$ cat src/rtl/lsu_pkg.sv
`default_nettype none
// ============================================================================
// Module   : lsu_pkg
// Desc     : Shared types and encodings for the load/store unit.
// Revision : 1.0 - initial release
// ============================================================================
package lsu_pkg;

    typedef enum logic [1:0] {
        IDLE   = 2'd0,
        ACCESS = 2'd1,
        RESP   = 2'd2
    } lsu_state_e;

    localparam logic [1:0] FMT_B = 2'b00;
    localparam logic [1:0] FMT_H = 2'b01;
    localparam logic [1:0] FMT_W = 2'b10;

    localparam logic [2:0] F3_LB  = 3'b000;
    localparam logic [2:0] F3_LH  = 3'b001;
    localparam logic [2:0] F3_LW  = 3'b010;
    localparam logic [2:0] F3_LBU = 3'b100;
    localparam logic [2:0] F3_LHU = 3'b101;
    localparam logic [2:0] F3_SB  = 3'b000;
    localparam logic [2:0] F3_SH  = 3'b001;
    localparam logic [2:0] F3_SW  = 3'b010;

    // funct3 encodings with no RV32I load/store meaning
    function automatic logic f3_illegal(input logic we, input logic [2:0] f3);
        if (we)
            return (f3 > F3_SW);
        else
            return (f3 == 3'b011) || (f3 == 3'b110) || (f3 == 3'b111);
    endfunction

endpackage
`default_nettype wire

$ cat src/rtl/lsu_if.sv
`default_nettype none
// ============================================================================
// Module   : lsu_if
// Desc     : Request, response and RAM data-port signals of the load/store unit.
// Revision : 1.0 - initial release
// ============================================================================
interface lsu_if #(
    parameter int DATA_WIDTH = 32,
    parameter int ADDR_WIDTH = 32
);
    logic                  req_valid;
    logic                  req_ready;
    logic                  req_we;
    logic [2:0]            req_funct3;
    logic [ADDR_WIDTH-1:0] req_addr;
    logic [DATA_WIDTH-1:0] req_wdata;
    logic [4:0]            req_rd;

    logic                  resp_valid;
    logic                  resp_ready;
    logic [DATA_WIDTH-1:0] resp_rdata;
    logic [4:0]            resp_rd;
    logic                  resp_err;

    logic                  mem_we;
    logic [1:0]            mem_format;
    logic [ADDR_WIDTH-1:0] mem_addr;
    logic [DATA_WIDTH-1:0] mem_wdata;
    logic [DATA_WIDTH-1:0] mem_rdata;

    // slave: the LSU itself; master: execute, writeback and RAM side
    modport slave (
        input  req_valid, req_we, req_funct3, req_addr, req_wdata, req_rd,
        input  resp_ready, mem_rdata,
        output req_ready, resp_valid, resp_rdata, resp_rd, resp_err,
        output mem_we, mem_format, mem_addr, mem_wdata
    );

    modport master (
        output req_valid, req_we, req_funct3, req_addr, req_wdata, req_rd,
        output resp_ready, mem_rdata,
        input  req_ready, resp_valid, resp_rdata, resp_rd, resp_err,
        input  mem_we, mem_format, mem_addr, mem_wdata
    );
endinterface
`default_nettype wire

$ cat src/rtl/lsu_ext.sv
`default_nettype none
// ============================================================================
// Module   : lsu_ext
// Desc     : Combinational sign/zero extender for load data.
// Revision : 1.0 - initial release
// ============================================================================
module lsu_ext
    import lsu_pkg::*;
#(
    parameter int DATA_WIDTH = 32
) (
    input  wire logic [2:0]            i_funct3,
    input  wire logic [DATA_WIDTH-1:0] i_raw_data,
    output logic      [DATA_WIDTH-1:0] o_ext_data
);

    always_comb begin
        o_ext_data = i_raw_data;
        case (i_funct3)
            F3_LB:   o_ext_data = {{(DATA_WIDTH-8){i_raw_data[7]}},   i_raw_data[7:0]};
            F3_LH:   o_ext_data = {{(DATA_WIDTH-16){i_raw_data[15]}}, i_raw_data[15:0]};
            F3_LBU:  o_ext_data = {{(DATA_WIDTH-8){1'b0}},            i_raw_data[7:0]};
            F3_LHU:  o_ext_data = {{(DATA_WIDTH-16){1'b0}},           i_raw_data[15:0]};
            default: o_ext_data = i_raw_data;
        endcase
    end

endmodule
`default_nettype wire

$ cat src/rtl/lsu.sv
`default_nettype none
// ============================================================================
// Module   : lsu
// Desc     : One-deep load/store unit between execute and the RAM data port.
// Config   : define LSU_MISALIGN_CHECK_EN to flag misaligned half/word accesses.
// Revision : 1.0 - initial release
// ============================================================================
module lsu
    import lsu_pkg::*;
#(
    parameter int DATA_WIDTH = 32,
    parameter int ADDR_WIDTH = 32,
    parameter int MEM_LAT    = 1
) (
    input  wire logic clk,
    input  wire logic rst_n,
    lsu_if.slave      bus
);

    localparam logic [3:0] c_lat_init = 4'(MEM_LAT - 1);

    lsu_state_e            r_state;
    logic [3:0]            r_lat_cnt;
    logic                  r_we;
    logic [2:0]            r_funct3;
    logic                  r_req_ready;
    logic                  r_resp_valid;
    logic [DATA_WIDTH-1:0] r_resp_rdata;
    logic [4:0]            r_resp_rd;
    logic                  r_resp_err;
    logic                  r_mem_we;
    logic [1:0]            r_mem_format;
    logic [ADDR_WIDTH-1:0] r_mem_addr;
    logic [DATA_WIDTH-1:0] r_mem_wdata;

    logic                  w_accept;
    logic                  w_misalign;
    logic                  w_err;
    logic [DATA_WIDTH-1:0] w_ext;

`ifdef LSU_MISALIGN_CHECK_EN
    assign w_misalign = ((bus.req_funct3[1:0] == FMT_H) && bus.req_addr[0]) ||
                        ((bus.req_funct3[1:0] == FMT_W) && (bus.req_addr[1:0] != 2'b00));
`else
    assign w_misalign = 1'b0;
`endif

    // r_req_ready is only ever set while in IDLE
    assign w_accept = bus.req_valid && r_req_ready;
    assign w_err    = f3_illegal(bus.req_we, bus.req_funct3) || w_misalign;

    lsu_ext #(
        .DATA_WIDTH (DATA_WIDTH)
    ) u_ext (
        .i_funct3   (r_funct3),
        .i_raw_data (bus.mem_rdata),
        .o_ext_data (w_ext)
    );

    always_ff @(posedge clk or negedge rst_n) begin
        if (!rst_n) begin
            r_state      <= IDLE;
            r_lat_cnt    <= 4'd0;
            r_we         <= 1'b0;
            r_funct3     <= 3'd0;
            r_req_ready  <= 1'b0;
            r_resp_valid <= 1'b0;
            r_resp_rdata <= '0;
            r_resp_rd    <= 5'd0;
            r_resp_err   <= 1'b0;
            r_mem_we     <= 1'b0;
            r_mem_format <= 2'b00;
            r_mem_addr   <= '0;
            r_mem_wdata  <= '0;
        end else begin
            case (r_state)
                IDLE: begin
                    r_req_ready <= 1'b1;
                    if (w_accept) begin
                        r_req_ready  <= 1'b0;
                        r_we         <= bus.req_we;
                        r_funct3     <= bus.req_funct3;
                        r_resp_rd    <= bus.req_rd;
                        r_resp_rdata <= '0;
                        r_resp_err   <= w_err;
                        if (w_err) begin
                            // errors skip the RAM entirely
                            r_state      <= RESP;
                            r_resp_valid <= 1'b1;
                        end else begin
                            r_state      <= ACCESS;
                            r_lat_cnt    <= c_lat_init;
                            r_mem_we     <= bus.req_we;
                            r_mem_format <= bus.req_funct3[1:0];
                            r_mem_addr   <= bus.req_addr;
                            r_mem_wdata  <= bus.req_wdata;
                        end
                    end
                end
                ACCESS: begin
                    if (r_we) begin
                        r_mem_we     <= 1'b0;
                        r_state      <= RESP;
                        r_resp_valid <= 1'b1;
                    end else if (r_lat_cnt == 4'd0) begin
                        r_resp_rdata <= w_ext;
                        r_state      <= RESP;
                        r_resp_valid <= 1'b1;
                    end else begin
                        r_lat_cnt <= r_lat_cnt - 4'd1;
                    end
                end
                RESP: begin
                    if (bus.resp_ready) begin
                        r_resp_valid <= 1'b0;
                        r_req_ready  <= 1'b1;
                        r_state      <= IDLE;
                    end
                end
                default: begin
                    r_state <= IDLE;
                end
            endcase
        end
    end

    assign bus.req_ready  = r_req_ready;
    assign bus.resp_valid = r_resp_valid;
    assign bus.resp_rdata = r_resp_rdata;
    assign bus.resp_rd    = r_resp_rd;
    assign bus.resp_err   = r_resp_err;
    assign bus.mem_we     = r_mem_we;
    assign bus.mem_format = r_mem_format;
    assign bus.mem_addr   = r_mem_addr;
    assign bus.mem_wdata  = r_mem_wdata;

endmodule
`default_nettype wire

$ cat src/flat_wrapper.sv
// flat-port wrapper written by rule: the top's interface ports become plain ports
module lsu_flat import lsu_pkg::*;
#(
    parameter int DATA_WIDTH = 32,
    parameter int ADDR_WIDTH = 32,
    parameter int MEM_LAT    = 1
)
  (clk, rst_n, bus_req_valid, bus_req_we, bus_req_funct3, bus_req_addr, bus_req_wdata, bus_req_rd, bus_resp_ready, bus_mem_rdata, bus_req_ready, bus_resp_valid, bus_resp_rdata, bus_resp_rd, bus_resp_err, bus_mem_we, bus_mem_format, bus_mem_addr, bus_mem_wdata);
  lsu_if #(.DATA_WIDTH(DATA_WIDTH), .ADDR_WIDTH(ADDR_WIDTH)) bus_i ();
  input  wire logic clk;
  input  wire logic rst_n;
  input wire logic [$bits(bus_i.req_valid)-1:0] bus_req_valid;
  input wire logic [$bits(bus_i.req_we)-1:0] bus_req_we;
  input wire logic [$bits(bus_i.req_funct3)-1:0] bus_req_funct3;
  input wire logic [$bits(bus_i.req_addr)-1:0] bus_req_addr;
  input wire logic [$bits(bus_i.req_wdata)-1:0] bus_req_wdata;
  input wire logic [$bits(bus_i.req_rd)-1:0] bus_req_rd;
  input wire logic [$bits(bus_i.resp_ready)-1:0] bus_resp_ready;
  input wire logic [$bits(bus_i.mem_rdata)-1:0] bus_mem_rdata;
  output wire logic [$bits(bus_i.req_ready)-1:0] bus_req_ready;
  output wire logic [$bits(bus_i.resp_valid)-1:0] bus_resp_valid;
  output wire logic [$bits(bus_i.resp_rdata)-1:0] bus_resp_rdata;
  output wire logic [$bits(bus_i.resp_rd)-1:0] bus_resp_rd;
  output wire logic [$bits(bus_i.resp_err)-1:0] bus_resp_err;
  output wire logic [$bits(bus_i.mem_we)-1:0] bus_mem_we;
  output wire logic [$bits(bus_i.mem_format)-1:0] bus_mem_format;
  output wire logic [$bits(bus_i.mem_addr)-1:0] bus_mem_addr;
  output wire logic [$bits(bus_i.mem_wdata)-1:0] bus_mem_wdata;
  assign bus_i.req_valid = bus_req_valid;
  assign bus_i.req_we = bus_req_we;
  assign bus_i.req_funct3 = bus_req_funct3;
  assign bus_i.req_addr = bus_req_addr;
  assign bus_i.req_wdata = bus_req_wdata;
  assign bus_i.req_rd = bus_req_rd;
  assign bus_i.resp_ready = bus_resp_ready;
  assign bus_i.mem_rdata = bus_mem_rdata;
  assign bus_req_ready = bus_i.req_ready;
  assign bus_resp_valid = bus_i.resp_valid;
  assign bus_resp_rdata = bus_i.resp_rdata;
  assign bus_resp_rd = bus_i.resp_rd;
  assign bus_resp_err = bus_i.resp_err;
  assign bus_mem_we = bus_i.mem_we;
  assign bus_mem_format = bus_i.mem_format;
  assign bus_mem_addr = bus_i.mem_addr;
  assign bus_mem_wdata = bus_i.mem_wdata;
  lsu #(.DATA_WIDTH(DATA_WIDTH), .ADDR_WIDTH(ADDR_WIDTH), .MEM_LAT(MEM_LAT)) u_core (.clk(clk), .rst_n(rst_n), .bus(bus_i));
endmodule
$ cat config.mk
export PLATFORM = sky130hd
export DESIGN_NAME = lsu_flat
export DESIGN_NICKNAME = d
export VERILOG_FILES = /design/src/rtl/lsu_pkg.sv /design/src/rtl/lsu_if.sv /design/src/rtl/lsu_ext.sv /design/src/rtl/lsu.sv /design/src/flat_wrapper.sv
export SDC_FILE = /design/constraint.sdc
export NUM_CORES = 1
export LEC_CHECK = 0
export ABC_AREA = 1
export BUFFER_PORTS_ARGS = -buffer_cell sky130_fd_sc_hd__buf_2
export CORE_MARGIN = 1.5
export CORE_UTILIZATION = 51
export CTS_CLUSTER_SIZE = 40
export DETAILED_ROUTE_END_ITERATION = 6
export PLACE_DENSITY = 0.93
export SETUP_SLACK_MARGIN = 0.05
export SYNTH_ARGS = -nofsm -noshare
export SYNTH_HDL_FRONTEND = slang
export SYNTH_SLANG_ARGS = --single-unit
$ cat constraint.sdc
create_clock -name clk -period 2.75 [get_ports clk]
set_input_delay 0.1375 -clock clk [delete_from_list [all_inputs] [get_ports clk]]
set_output_delay 0.1375 -clock clk [all_outputs]
set_load 0.02 [all_outputs]
==> flow_summary.json <==
{
  "rsz0062_at_grt": "no",
  "path_max_fanout": 71,
  "yosys_warnings": 0,
  "fin_util_pct": 81.3,
  "rows": 35,
  "fillers": 511,
  "synth_top_cells_by_count": "nand2_1 (323), dfrtp_1 (117), o21ai_0 (29)",
  "synthCells": 577,
  "clock_skew_ns": 0.0110,
  "outcome": "finished clean",
  "synth_area_um2": 4870,
  "synth_seq_cells": 117,
  "worst_r2r_endpoint": "u_core.r_lat_cnt[2]$_DFFE_PN0P_",
  "cts_tree": "yes",
  "synth.largest_area_cell": "dfrtp_1",
  "die_area_um2": 10100,
  "slew_violations": 0,
  "avgSynthCellArea_um2": 8.44,
  "hold_ws_ns": 0.0215,
  "period_needed_ns": 2.11,
  "multiInputGateArea_um2": 1730,
  "core_area_um2": 9240,
  "synthFlopType": "dfrtp_1",
  "dp_hpwl_um": 8630,
  "irDropWorstVdd_v": 0.000796,
  "drtAntennaViolNets": 0,
  "slew-limit-headroom_pct": 53.9,
  "post-place-ws_ns": 0.665,
  "synth_edf_count": 0,
  "placed_cells": 902,
  "seq_area_um2": 2930,
  "switching_share_pct": 43.1,
  "p_leak_nw": 4.29,
  "hold_viol": 0,
  "grt_pass1_wl_um": 26000,
  "dr.pass1.iters": 5,
  "h-tree-depth": 4,
  "fin_ws_ns": 0.643,
  "antenna_cells": 0,
  "drcViolationCount": 0,
  "synth_fp_nets": 687,
  "crit_path_end": "u_core.r_lat_cnt[2]$_DFFE_PN0P_",
  "worst_slew_pin_slew_ns": 0.691,
  "overflow": 0,
  "initial_core_util_pct": 52.7,
  "clk_path_buf_depth": 2,
  "ctsResizeCount": 0,
  "async_flop_share_pct": 100,
  "wirelength_um": 16900,
  "io_buffers": 215,
  "synthTopCellsByArea": "dfrtp_1 (60%), nand2_1 (25%), o21ai_0 (3.0%)",
  "powerDensity_nw_per_um2": 1100,
  "critPathLaunch": "u_core.r_state[0]$_DFFE_PN0P_",
  "drive_gt1_share_pct": 29.7,
  "rr_worst_depth": 8,
  "endpoint_kind": "register",
  "gp_routability_congestion": 0.789,
  "hp-class": "in -> reg",
  "p_switching_mw": 3.57,
  "yosysMostFrequentCell": "nand2_1",
  "final_nets": 995,
  "cts_made_buffers": 17,
  "arrival_ns": 2.48,
  "r2r_slack_ns": 0.64,
  "grt_antenna_before_repair": 0,
  "routed_via_density": 5.15,
  "combPwrFrac_pct": 40.6,
  "synth_top_area_share_pct": 60.1,
  "cts_root_buffer": "clkbuf_8",
  "drv_cap": 0,
  "fin_area_um2": 7510,
  "power_mw": 8.29,
  "vias": 5286,
  "tns_ns": 0,
  "netlist-cell-type-count": 27,
  "p_int_mw": 4.72,
  "placed_area_um2": 6030,
  "seq_power_share_pct": 34.7,
  "grt_max_degree": 118,
  "clockPowerShare_pct": 24.6,
  "r2r-start": "u_core.r_state[0]$_DFFE_PN0P_",
  "clk_pin_slew_ns": 0.05,
  "wire_per_inst_um": 16.5,
  "die_h_um": 101,
  "post-route-period-util_pct": 76.6,
  "setup_viol": 0,
  "grt_usage_pct": 33.8,
  "stdcell_count": 1027,
  "worstSetupPathType": "reg -> reg",
  "cts_sinks": 117,
  "die_w_um": 101,
  "fmaxAchievable_mhz": 475,
  "area_growth_pct": 54.3,
  "drt_first_iter_violations": 352,
  "yosysSeqAreaShare_pct": 60.1,
  "io_pins": 216,
  "grt_pass1_vias": 5446,
  "crit_required_ns": 3.13,
  "startpoint_type": "register",
  "clkLatencyLatePin_ns": 0.50
}
==> cell usage in the layout, fill, tap and decap left out, types with 3 or more instances in the layout <==
| master | Yosys | routed |
|---|---|---|
| dfrtp_1 | 117 | 117 |
| o21ai_0 | 29 | 29 |
| a21oi_1 | 4 | 4 |
| nor2_1 | 24 | 24 |
| inv_1 | 15 | 15 |
| buf_4 | 6 | 3 |
| clkbuf_16 | 0 | 16 |
| clkinvlp_4 | 0 | 5 |
| dlygate4sd3_1 | 0 | 93 |
| buf_2 | 7 | 214 |
| nand2_1 | 323 | 323 |
| nand3_1 | 17 | 17 |
| nand2_4 | 3 | 3 |
| clkbuf_8 | 0 | 3 |
| o21ai_2 | 4 | 4 |
| clkinv_2 | 0 | 4 |
==> registers in the layout (all words and copies together), names as in the netlist, 2 cells and up <==
signal,cells
u_core.r_state,2
u_core.bus.mem_format,2
u_core.r_funct3,3
u_core.r_lat_cnt,4
u_core.bus.resp_rd,5
u_core.bus.mem_addr,32
u_core.bus.resp_rdata,32
u_core.bus.mem_wdata,32
==> area by class of cell <==
| cell class | count | area share, % |
|---|---|---|
| Sequential cell | 117 | 39.0 |
| Timing Repair Buffer | 312 | 27.5 |
| Multi-Input combinational cell | 418 | 23.1 |
| Clock buffer | 20 | 5.93 |
| Tap cell | 129 | 2.15 |
| Clock inverter | 12 | 1.40 |
| Inverter | 19 | 1.02 |
==> how the worst min path moves through the flow <==
stage	from	end	slack [ns]	cells after the start
finish	bus_mem_rdata[21]	u_core.bus.resp_rdata[21]$_DFFE_PN0P_	0.02	5
global route	bus_mem_rdata[17]	u_core.bus.resp_rdata[17]$_DFFE_PN0P_	0.03	5
CTS	bus_mem_rdata[8]	u_core.bus.resp_rdata[8]$_DFFE_PN0P_	0.0004	5
detailed placement	rst_n	u_core.bus.resp_rdata[6]$_DFFE_PN0P_	0.27	2
global placement	rst_n	u_core.bus.resp_rdata[6]$_DFFE_PN0P_	0.27	2
floorplan	rst_n	u_core.bus.mem_addr[0]$_DFFE_PN0P_	-0.16	0
==> cell families (layout without fill, tap and decap cells) <==
| kind of cell | count (synthesis) | in the layout | share of synthesized area (%) |
|---|---|---|---|
| adders and majority gates | 1 | 1 | 0.257 |
| xor gates and xnor gates | 1 | 1 | 0.180 |
| AOI/OAI and AO/OA | 41 | 41 | 4.83 |
| buffers and inverters | 42 | 363 | 4.29 |
| and+or+nand+nor | 375 | 375 | 30.3 |
| DFF | 117 | 117 | 60.1 |
==> power groups by stage <==
stage	clock, mW	combinational [mW]	sequential [mW]
floorplan	0	1.29	3.56
global placement	0	3.00	2.82
detailed placement	0	3.11	2.80
CTS	2.04	3.24	2.81
global route	2.13	3.66	2.93
finish	2.04	3.37	2.88
==> worst max-delay path, stage by stage, from the launching register on <==
cell     delay [ns]
dfrtp_1        0.49
nor2_4         0.08
nand2_2        0.25
inv_4          0.11
nand2_4        0.07
buf_4          0.54
nand2_1        0.24
nand2_1        0.10
o21ai_0        0.09
==> layer usage <==
metal / vias up / track usage (%) / routed length, um
met5: - / 0 / 0
met4: 0 / 18.2 / 771
met3: 67 / 10.6 / 1620
met2: 346 / 59.2 / 8560
met1: 2471 / 36.4 / 5970
li1: 2402 / - / -
==> what timing repair did <==
action	CTS	global route
endpoints found under the hold margin	212	0
hold buffers	93	0
setup buffers	0	0
setup endpoints to repair	0	0
No activity file was read; power rests on OpenSTA's default activity.
